## config.mk

```make
export PLATFORM = sky130hd
export DESIGN_NAME = seq_mag_comparator
export DESIGN_NICKNAME = d
export VERILOG_FILES = /design/src/rtl/comp_pkg.sv /design/src/rtl/comp_chunk.sv /design/src/rtl/seq_mag_comparator.sv
export SDC_FILE = /design/constraint.sdc
export NUM_CORES = 1
export LEC_CHECK = 0
export CAP_MARGIN = 30
export CORE_UTILIZATION = 50
export DETAILED_ROUTE_END_ITERATION = 6
export GPL_ROUTABILITY_DRIVEN = 0
export PLACE_DENSITY = 0.79
export SETUP_SLACK_MARGIN = 0.15
export SLEW_MARGIN = 10
export SYNTH_ARGS = -nofsm -noshare
export SYNTH_HDL_FRONTEND = slang
export SYNTH_SLANG_ARGS = --single-unit
```

## constraint.sdc

```tcl
create_clock -name clk -period 6.8 [get_ports clk]
set_input_delay 0.68 -clock clk [delete_from_list [all_inputs] [get_ports clk]]
set_output_delay 0.68 -clock clk [all_outputs]
set_load 0.005 [all_outputs]
```

## src/rtl/comp_pkg.sv

```systemverilog
// Shared types for the sequential magnitude comparator: FSM states, result bundle, default chunk size.
package comp_pkg;

  typedef enum logic [1:0] {
    IDLE = 2'd0,
    RUN  = 2'd1,
    DONE = 2'd2
  } cmp_state_t;

  typedef struct packed {
    logic g;
    logic l;
    logic e;
  } cmp_res_t;

  localparam int DEF_CHUNK = 2;

endpackage

```

## src/rtl/comp_chunk.sv

```systemverilog
// Purely combinational CHUNK-bit unsigned magnitude compare.
module comp_chunk #(
  parameter int CHUNK = 2
) (
  input  logic [CHUNK-1:0] a,
  input  logic [CHUNK-1:0] b,
  output logic             g,
  output logic             l,
  output logic             e
);

  assign g = (a > b);
  assign l = (a < b);
  assign e = (a == b);

endmodule

```

## src/rtl/seq_mag_comparator.sv

```systemverilog
// Multi-cycle WIDTH-bit magnitude comparator, CHUNK bits per clock from the MSB down.
// Optional build macro COMP_EARLY_EXIT_EN: finish on the first differing chunk.
module seq_mag_comparator
  import comp_pkg::*;
#(
  parameter int WIDTH = 16,
  parameter int CHUNK = DEF_CHUNK
) (
  input  logic             clk,
  input  logic             rst_n,
  input  logic             in_valid,
  output logic             in_ready,
  input  logic [WIDTH-1:0] P,
  input  logic [WIDTH-1:0] Q,
  input  logic             signed_mode,
  output logic             out_valid,
  input  logic             out_ready,
  output logic             G,
  output logic             L,
  output logic             E,
  output logic [1:0]       dbg_state
);

  localparam int NCHUNK = WIDTH / CHUNK;
  localparam int IDX_W  = (NCHUNK > 1) ? $clog2(NCHUNK) : 1;

  // Handshake: a transfer happens on a rising edge where valid && ready are both high;
  // in_ready is high only in IDLE, out_valid only in DONE, and the result holds until taken.

  cmp_state_t       state, state_nxt;
  logic [WIDTH-1:0] p_reg, q_reg;
  logic [IDX_W-1:0] idx;
  logic             seen_g, seen_l;
  cmp_res_t         res;
  logic [CHUNK-1:0] p_slice, q_slice;
  logic             c_g, c_l, c_e;
  logic             last_chunk;
  logic             fin_g, fin_l, fin_e;

  assign p_slice = p_reg[idx*CHUNK +: CHUNK];
  assign q_slice = q_reg[idx*CHUNK +: CHUNK];

  comp_chunk #(.CHUNK(CHUNK)) u_chunk (
    .a (p_slice),
    .b (q_slice),
    .g (c_g),
    .l (c_l),
    .e (c_e)
  );

`ifdef COMP_EARLY_EXIT_EN
  assign last_chunk = (idx == '0) || c_g || c_l;
`else
  assign last_chunk = (idx == '0);
`endif

  // The first difference seen (most significant) decides; later chunks cannot override it.
  assign fin_g = seen_g | (~seen_l & c_g);
  assign fin_l = seen_l | (~seen_g & c_l);
  assign fin_e = ~seen_g & ~seen_l & c_e;

  always_ff @(posedge clk or negedge rst_n) begin
    if (!rst_n) state <= IDLE;
    else        state <= state_nxt;
  end

  always_comb begin
    state_nxt = state;
    case (state)
      IDLE:    if (in_valid)   state_nxt = RUN;
      RUN:     if (last_chunk) state_nxt = DONE;
      DONE:    if (out_ready)  state_nxt = IDLE;
      default:                 state_nxt = IDLE;
    endcase
  end

  always_ff @(posedge clk or negedge rst_n) begin
    if (!rst_n) begin
      p_reg  <= '0;
      q_reg  <= '0;
      idx    <= '0;
      seen_g <= 1'b0;
      seen_l <= 1'b0;
      res    <= '0;
    end else begin
      case (state)
        IDLE: begin
          if (in_valid) begin
            // Flipping the sign bits maps two's-complement order onto unsigned order.
            p_reg  <= {P[WIDTH-1] ^ signed_mode, P[WIDTH-2:0]};
            q_reg  <= {Q[WIDTH-1] ^ signed_mode, Q[WIDTH-2:0]};
            idx    <= IDX_W'(NCHUNK - 1);
            seen_g <= 1'b0;
            seen_l <= 1'b0;
          end
        end
        RUN: begin
          if (last_chunk) begin
            res <= '{g: fin_g, l: fin_l, e: fin_e};
          end else begin
            idx <= idx - 1'b1;
            if (!seen_g && !seen_l) begin
              seen_g <= c_g;
              seen_l <= c_l;
            end
          end
        end
        default: ;
      endcase
    end
  end

  assign in_ready  = (state == IDLE);
  assign out_valid = (state == DONE);
  assign G         = res.g;
  assign L         = res.l;
  assign E         = res.e;
  assign dbg_state = state;

endmodule

```

======== After elaboration in Yosys (flattened, before gate mapping) ========
Cells that the tools add are included.
word-level totals
  bits in registers ....................... 42
  bits of input ports ..................... 37
  output and inout bits ................... 7
  logic and storage cells ................. 57
cells by class
  add/subtract/negate cells ............... 1
  order comparisons ....................... 2
  eq/ne operators ......................... 8
  shift operators ......................... 2
  muxes and demuxes ....................... 14
  bitwise logic cells ..................... 10
  reductions and logical operators ........ 11
operators by type and width
  kind                   number
  $shiftx A16 B5 Y2      2
  $ne A2 B2 Y1 const B   4
  $mux W2                3
  $mux W3                2
  $pmux W2 S3            1
  $pmux W3 S2            1
  $reduce_and A3 Y1      2
  $mux W1                5
  $and A1 B1 Y1          4
  $pmux W1 S2            2
  $reduce_and A2 Y1      2
  $reduce_and A4 Y1      1
  $logic_not A3 Y1       1
  $sub A3 B1 Y3 const B  1
  $eq A2 B1 Y1 const B   1
  $eq A2 B2 Y1           1
  $eq A2 B2 Y1 const B   1
  $gt A2 B2 Y1           1
  $logic_not A1 Y1       2
  $logic_not A2 Y1       1
  $lt A2 B2 Y1           1
  $ne A2 B1 Y1 const B   1
  $not A1 Y1             2
  $or A1 B1 Y1           2
  3 further kinds        4

======== Depth between registers and ports, before layout ========
  depth after elaboration ................. 5
  mapped depth ............................ 7
  depth with buffers taken out ............ 6

======== Hierarchy ========
Synthesis repeated with hierarchy kept, for this count alone.
second synthesis, totals
  cells, all modules ...................... 217
  area total of the unflattened synthesis .. 2,062.0 µm²
modules (own cells, without submodules)
  module              instances  cells an instance  area each (µm²)  seq. area each (µm²)
  seq_mag_comparator  1          208                1,999.4          1,051.0
  comp_chunk          1          9                  62.6             0.0

======== Worst setup path before layout ========
Ideal clock, no wire load.
  path kind ............................... reg-to-reg
  start ................................... register idx[0]
  end ..................................... register seen_l
  library setup time ...................... 0.083 ns
  arrival time ............................ 2.141 ns
  required time ........................... 6.717 ns
  path slack .............................. 4.576 ns
  cell stages (with the launch flop) ...... 8
  clock period less this slack ............ 2.224 ns
  cell sequence ........................... dfrtp_1 -> buf_6 -> mux4_2 -> mux2_2 -> ha_1 -> nor2b_1 -> or3_1 -> o21ai_0
between the ends
  longest elaborated chain between the ends .. 5
  elaborated cells between the ends (all ways) .. 9
  those cells by class .................... order compare (1); eq/ne (1); shift (2); mux (3); reduce/logical (2)
ends and longest elaborated chain
  element                                      line                                                source
  start, declared                              seq_mag_comparator.sv:32                            logic [IDX_W-1:0] idx;
  start signal, assigned                       seq_mag_comparator.sv:92                            idx <= IDX_W'(NCHUNK - 1);
  start signal, assigned                       seq_mag_comparator.sv:101                           idx <= idx - 1'b1;
  $shiftx A16 B5 Y2, on equally long branches  seq_mag_comparator.sv:40, seq_mag_comparator.sv:41
  $lt A2 B2 Y1                                 comp_chunk.sv:13                                    assign l = (a < b);
  $mux W1                                      seq_mag_comparator.sv:102                           if (!seen_g && !seen_l) begin
  $mux W1                                      seq_mag_comparator.sv:98                            if (last_chunk) begin
  $pmux W1 S2                                  seq_mag_comparator.sv:86                            case (state)
  end signal, assigned                         seq_mag_comparator.sv:104                           seen_l <= c_l;
  end, declared                                seq_mag_comparator.sv:33                            logic seen_g, seen_l;
Parallel ways exist; a longest one is shown, timed or not. The select of a mux whose other input is x is not followed.
A chain may end at the register's enable or synchronous reset.

======== Final worst setup path ========
Ends and elaborated chain as after synthesis.

==> metrics.md <==
| Metric | Value |
|---|---|
| Run status | complete, no violations |
| Main area contributors after synthesis | dfrtp_1 51%, mux2_2 16%, mux4_1 5.1% |
| WL per Instance | 15.15 µm |
| Setup violations, final | 0 |
| IO Pins | between 40 and 50 |
| Clock share of power | ~15% |
| Post CTS Setup Buffer Count | 0 |
| Mapped Area | 2052 µm² |
| Clock period minus worst slack | 2.577 ns |
| CP max-delay cell | dfrtp_1 |
| Final wirelength | 3622 µm |
| Chip Width | 66.06 µm |
| DRT antenna net count | 0 |
| Clk_skew | about 0.0040 ns |
| Filler Cells Inserted | 271 |
| Synthesis Warnings | 0 |
| RSZ-0062 raised after global routing | false |
| Pint | around 0.76 mW |
| Psw | 0.3650 mW |
| Setup TNS | 0 ns |
| Sequential-to-total area share from yosys stat | 51.22% |
| Worst slew pin tran | 0.5409 ns |
| Worst Path Arrival | 2.80 ns |
| Antenna violations before repair | 0 |
| Leak Pwr | 1.099 nW |
| Leading area contributor after synthesis | dfrtp_1 |
| Min-delay worst type | in2async |
| Clk slew on worst S/H paths | 0.08 ns |
| 1st-pass router iterations | 2 |
| Gate power share | approximately 42% |
| Slew HR | 63.94% |
| Fin. Hold Viols | 0 |
| Row Count | 22 |
| Critical Path RT | roughly 7 ns |
| Proportion of layout cells with a drive suffix above 1 | 24.08% |
| RR Endpoint | seen_l |
| Crit. End Element | register |
| Pwr dens | 434.8 nW/µm² |
| Clock sink count | 42 |
| Starting density of the core | 54.02% |
| #FFs+latches synth | 42 |
| Fmax achieved | between 300 and 400 MHz |
| Post_cts resized | 0 |
| Crit Path Max Fanout | 12 |
| Vias/cell | 5.393 |
| Area Overhead vs Synth | 26.22% |
| TritonCTS Buffers | 5 |
| # DRC | 0 |
| Wire length of the first global-routing pass | 6354 µm |
| Post-synthesis cell count | 146 |
| Total GRT Usage | 19.86% |
| DP Wirelength | 2646 µm |
| Worst path max stage delay | 0.69 ns |
| Synth unique cells | 29 |
| Sw frac | about a third |
| Startpoint types | register |
| R2R depth | 6 |
| Final slew viol count | 0 |
| CTS tree | built |
| Nets | 231 |
| Crit Path Class | reg2reg |
| Cell Chain, Critical Path | mux4_1 -> mux2_2 -> ha_1 -> nor2b_1 -> or3_1 -> o21ai_0 |
| VDD IR max | approximately 0.00021 V |
| Reg power frac | a little over two fifths |
| Total grt overflow | 0 |
| Core Box Area | 3799 µm² |
| Syn Area/Cell | 14.05 µm² |
| Syn Nets | 187 |
| Largest net degree at the start of global routing | 43 |
| Top-area cell type share of the netlist area | roughly half |
| Vias | 1289 |
| FF-to-FF Start | idx[0] |
| Clk root buf | clkbuf_8 |
| Number of port buffers | 43 |
| Clock Path Buffers | 2 |
| Reg-to-reg slack, setup | around 4.2 ns |
| Final worst-path cycle share | between 30% and 40% |
| Fin Hold WS | around 0.22 ns |
| Die height | ~66 µm |
| Max-cap violations | 0 |
| Hold_buf cts | 0 |
| H-tree Lvls | 2 |
| Die Area | 4364 µm² |
| Worst-Skew Late Latency | 0.29 ns |
| # diodes | 0 |
| Initial DRC count | 72 |
| Vias in the first global route | 1362 |
-- cell families after synthesis --
family,Yosys count,share of synthesized area [%]
buffers and inverters,12,4.146
adders and majority gates,4,2.439
AOI/OAI and AO/OA,18,5.305
and+or+nand+nor,24,7.012
muxes,44,29.02
xor gates and xnor gates,2,0.8538
DFF,42,51.22
-- synth_stat cells --
cell,count
buf_6,5
o21ai_0,6
nor3_1,1
buf_2,2
o31a_1,1
mux2_1,3
o41ai_1,1
nor3b_4,1
o2bb2ai_1,1
o21a_1,1
xnor2_1,2
inv_1,4
ha_1,4
clkbuf_1,1
or2b_1,1
mux4_1,4
or3_1,1
mux4_2,4
o21ba_2,1
nand2b_1,4
a21oi_1,7
nand2_1,5
dfrtp_1,42
nand4bb_1,1
nor2_1,6
mux2_2,29
mux2i_1,4
nor4bb_1,1
nor2b_1,3
-- layout by cell type, fill, tap and decap left out --
| cell type | netlist | final |
|---|---|---|
| nand4bb_1 | 1 | 1 |
| clkinvlp_4 | 0 | 1 |
| mux4_1 | 4 | 4 |
| clkbuf_8 | 0 | 6 |
| buf_12 | 0 | 1 |
| nand2_1 | 5 | 5 |
| nor2b_1 | 3 | 3 |
| o41ai_1 | 1 | 1 |
| xnor2_1 | 2 | 2 |
| inv_1 | 4 | 4 |
| clkinv_2 | 0 | 1 |
| or2b_1 | 1 | 1 |
| nor3b_4 | 1 | 1 |
| mux4_2 | 4 | 4 |
| mux2_1 | 3 | 3 |
| nor4bb_1 | 1 | 1 |
| o31a_1 | 1 | 1 |
| o21a_1 | 1 | 1 |
| nor3_1 | 1 | 1 |
| ha_1 | 4 | 4 |
| dfrtp_1 | 42 | 42 |
| clkdlybuf4s50_1 | 0 | 42 |
| mux2_2 | 29 | 29 |
| nor2_1 | 6 | 6 |
| nand2b_1 | 4 | 4 |
| buf_2 | 2 | 1 |
| o21ai_0 | 6 | 6 |
| o21ba_2 | 1 | 1 |
| or3_1 | 1 | 1 |
| o2bb2ai_1 | 1 | 1 |
| mux2i_1 | 4 | 4 |
| buf_4 | 0 | 1 |
| a21oi_1 | 7 | 7 |
-- layer usage --
metal / wire length (µm) / part of all wire (%) / track usage [%] / vias to the layer above
li1: - / - / - / 614
met1: 1641 / 45 / 25.26 / 637
met2: 1782 / 49 / 32.65 / 32
met3: 147 / 4.1 / 5.172 / 6
met4: 51 / 1.4 / 7.181 / 0
met5: 0 / 0 / 0 / -
-- area by class of cell --
type	instances	area [µm²]	area share, %
multi-input cells	92	915.9	35.36
clock inverters	2	12.51	0.4831
flip-flops and latches	42	1051	40.58
inverters	4	15.01	0.5797
clock buffers	6	82.58	3.188
well taps	48	60.06	2.319
repair buffers	45	452.9	17.49
-- through the flow --
| stage | worst slack, ns | area [µm²] | std cells | power, mW | utilization [%] |
|---|---|---|---|---|---|
| after CTS | 4.186 | 2570 | 238 | 1.136 | 67.65 |
| after global placement | 4.282 | 2475 | 230 | 0.9406 | 65.15 |
| after global routing | 4.054 | 2590 | 239 | 1.218 | 68.18 |
| final | 4.223 | 2590 | 239 | 1.126 | 68.18 |
| after floorplan | 4.576 | 2052 | 146 | 0.8410 | - |
| after detailed placement | 4.207 | 2475 | 230 | 0.9668 | 65.15 |
-- power by group through the flow --
stage | Clock (mW) | Sequential, mW | Combinational, mW
6_report | 0.165 | 0.483 | 0.478
5_1_grt | 0.184 | 0.503 | 0.532
4_1_cts | 0.172 | 0.484 | 0.481
3_5_place_dp | 0 | 0.489 | 0.478
3_3_place_gp | 0 | 0.482 | 0.459
2_1_floorplan | 0 | 0.425 | 0.416
-- worst max-delay path: cells and delay by family, from the launching register on --
kind            cells  cell delay, ns
fa+ha+maj           1            0.32
mux                 2            0.91
simple gates        2            0.45
compound gates      1            0.14
flops               1            0.69
-- worst max-delay path by stage --
stage	start	end	slack [ns]	cells past startpoint
floorplan	idx[0]	seen_l	4.58	7
global placement	idx[0]	seen_l	4.28	6
detailed placement	idx[0]	seen_l	4.21	6
CTS	idx[0]	seen_l	4.19	6
global route	idx[0]	seen_l	4.05	6
finish	idx[0]	seen_l	4.22	6
(Power assumes the default switching activity.)
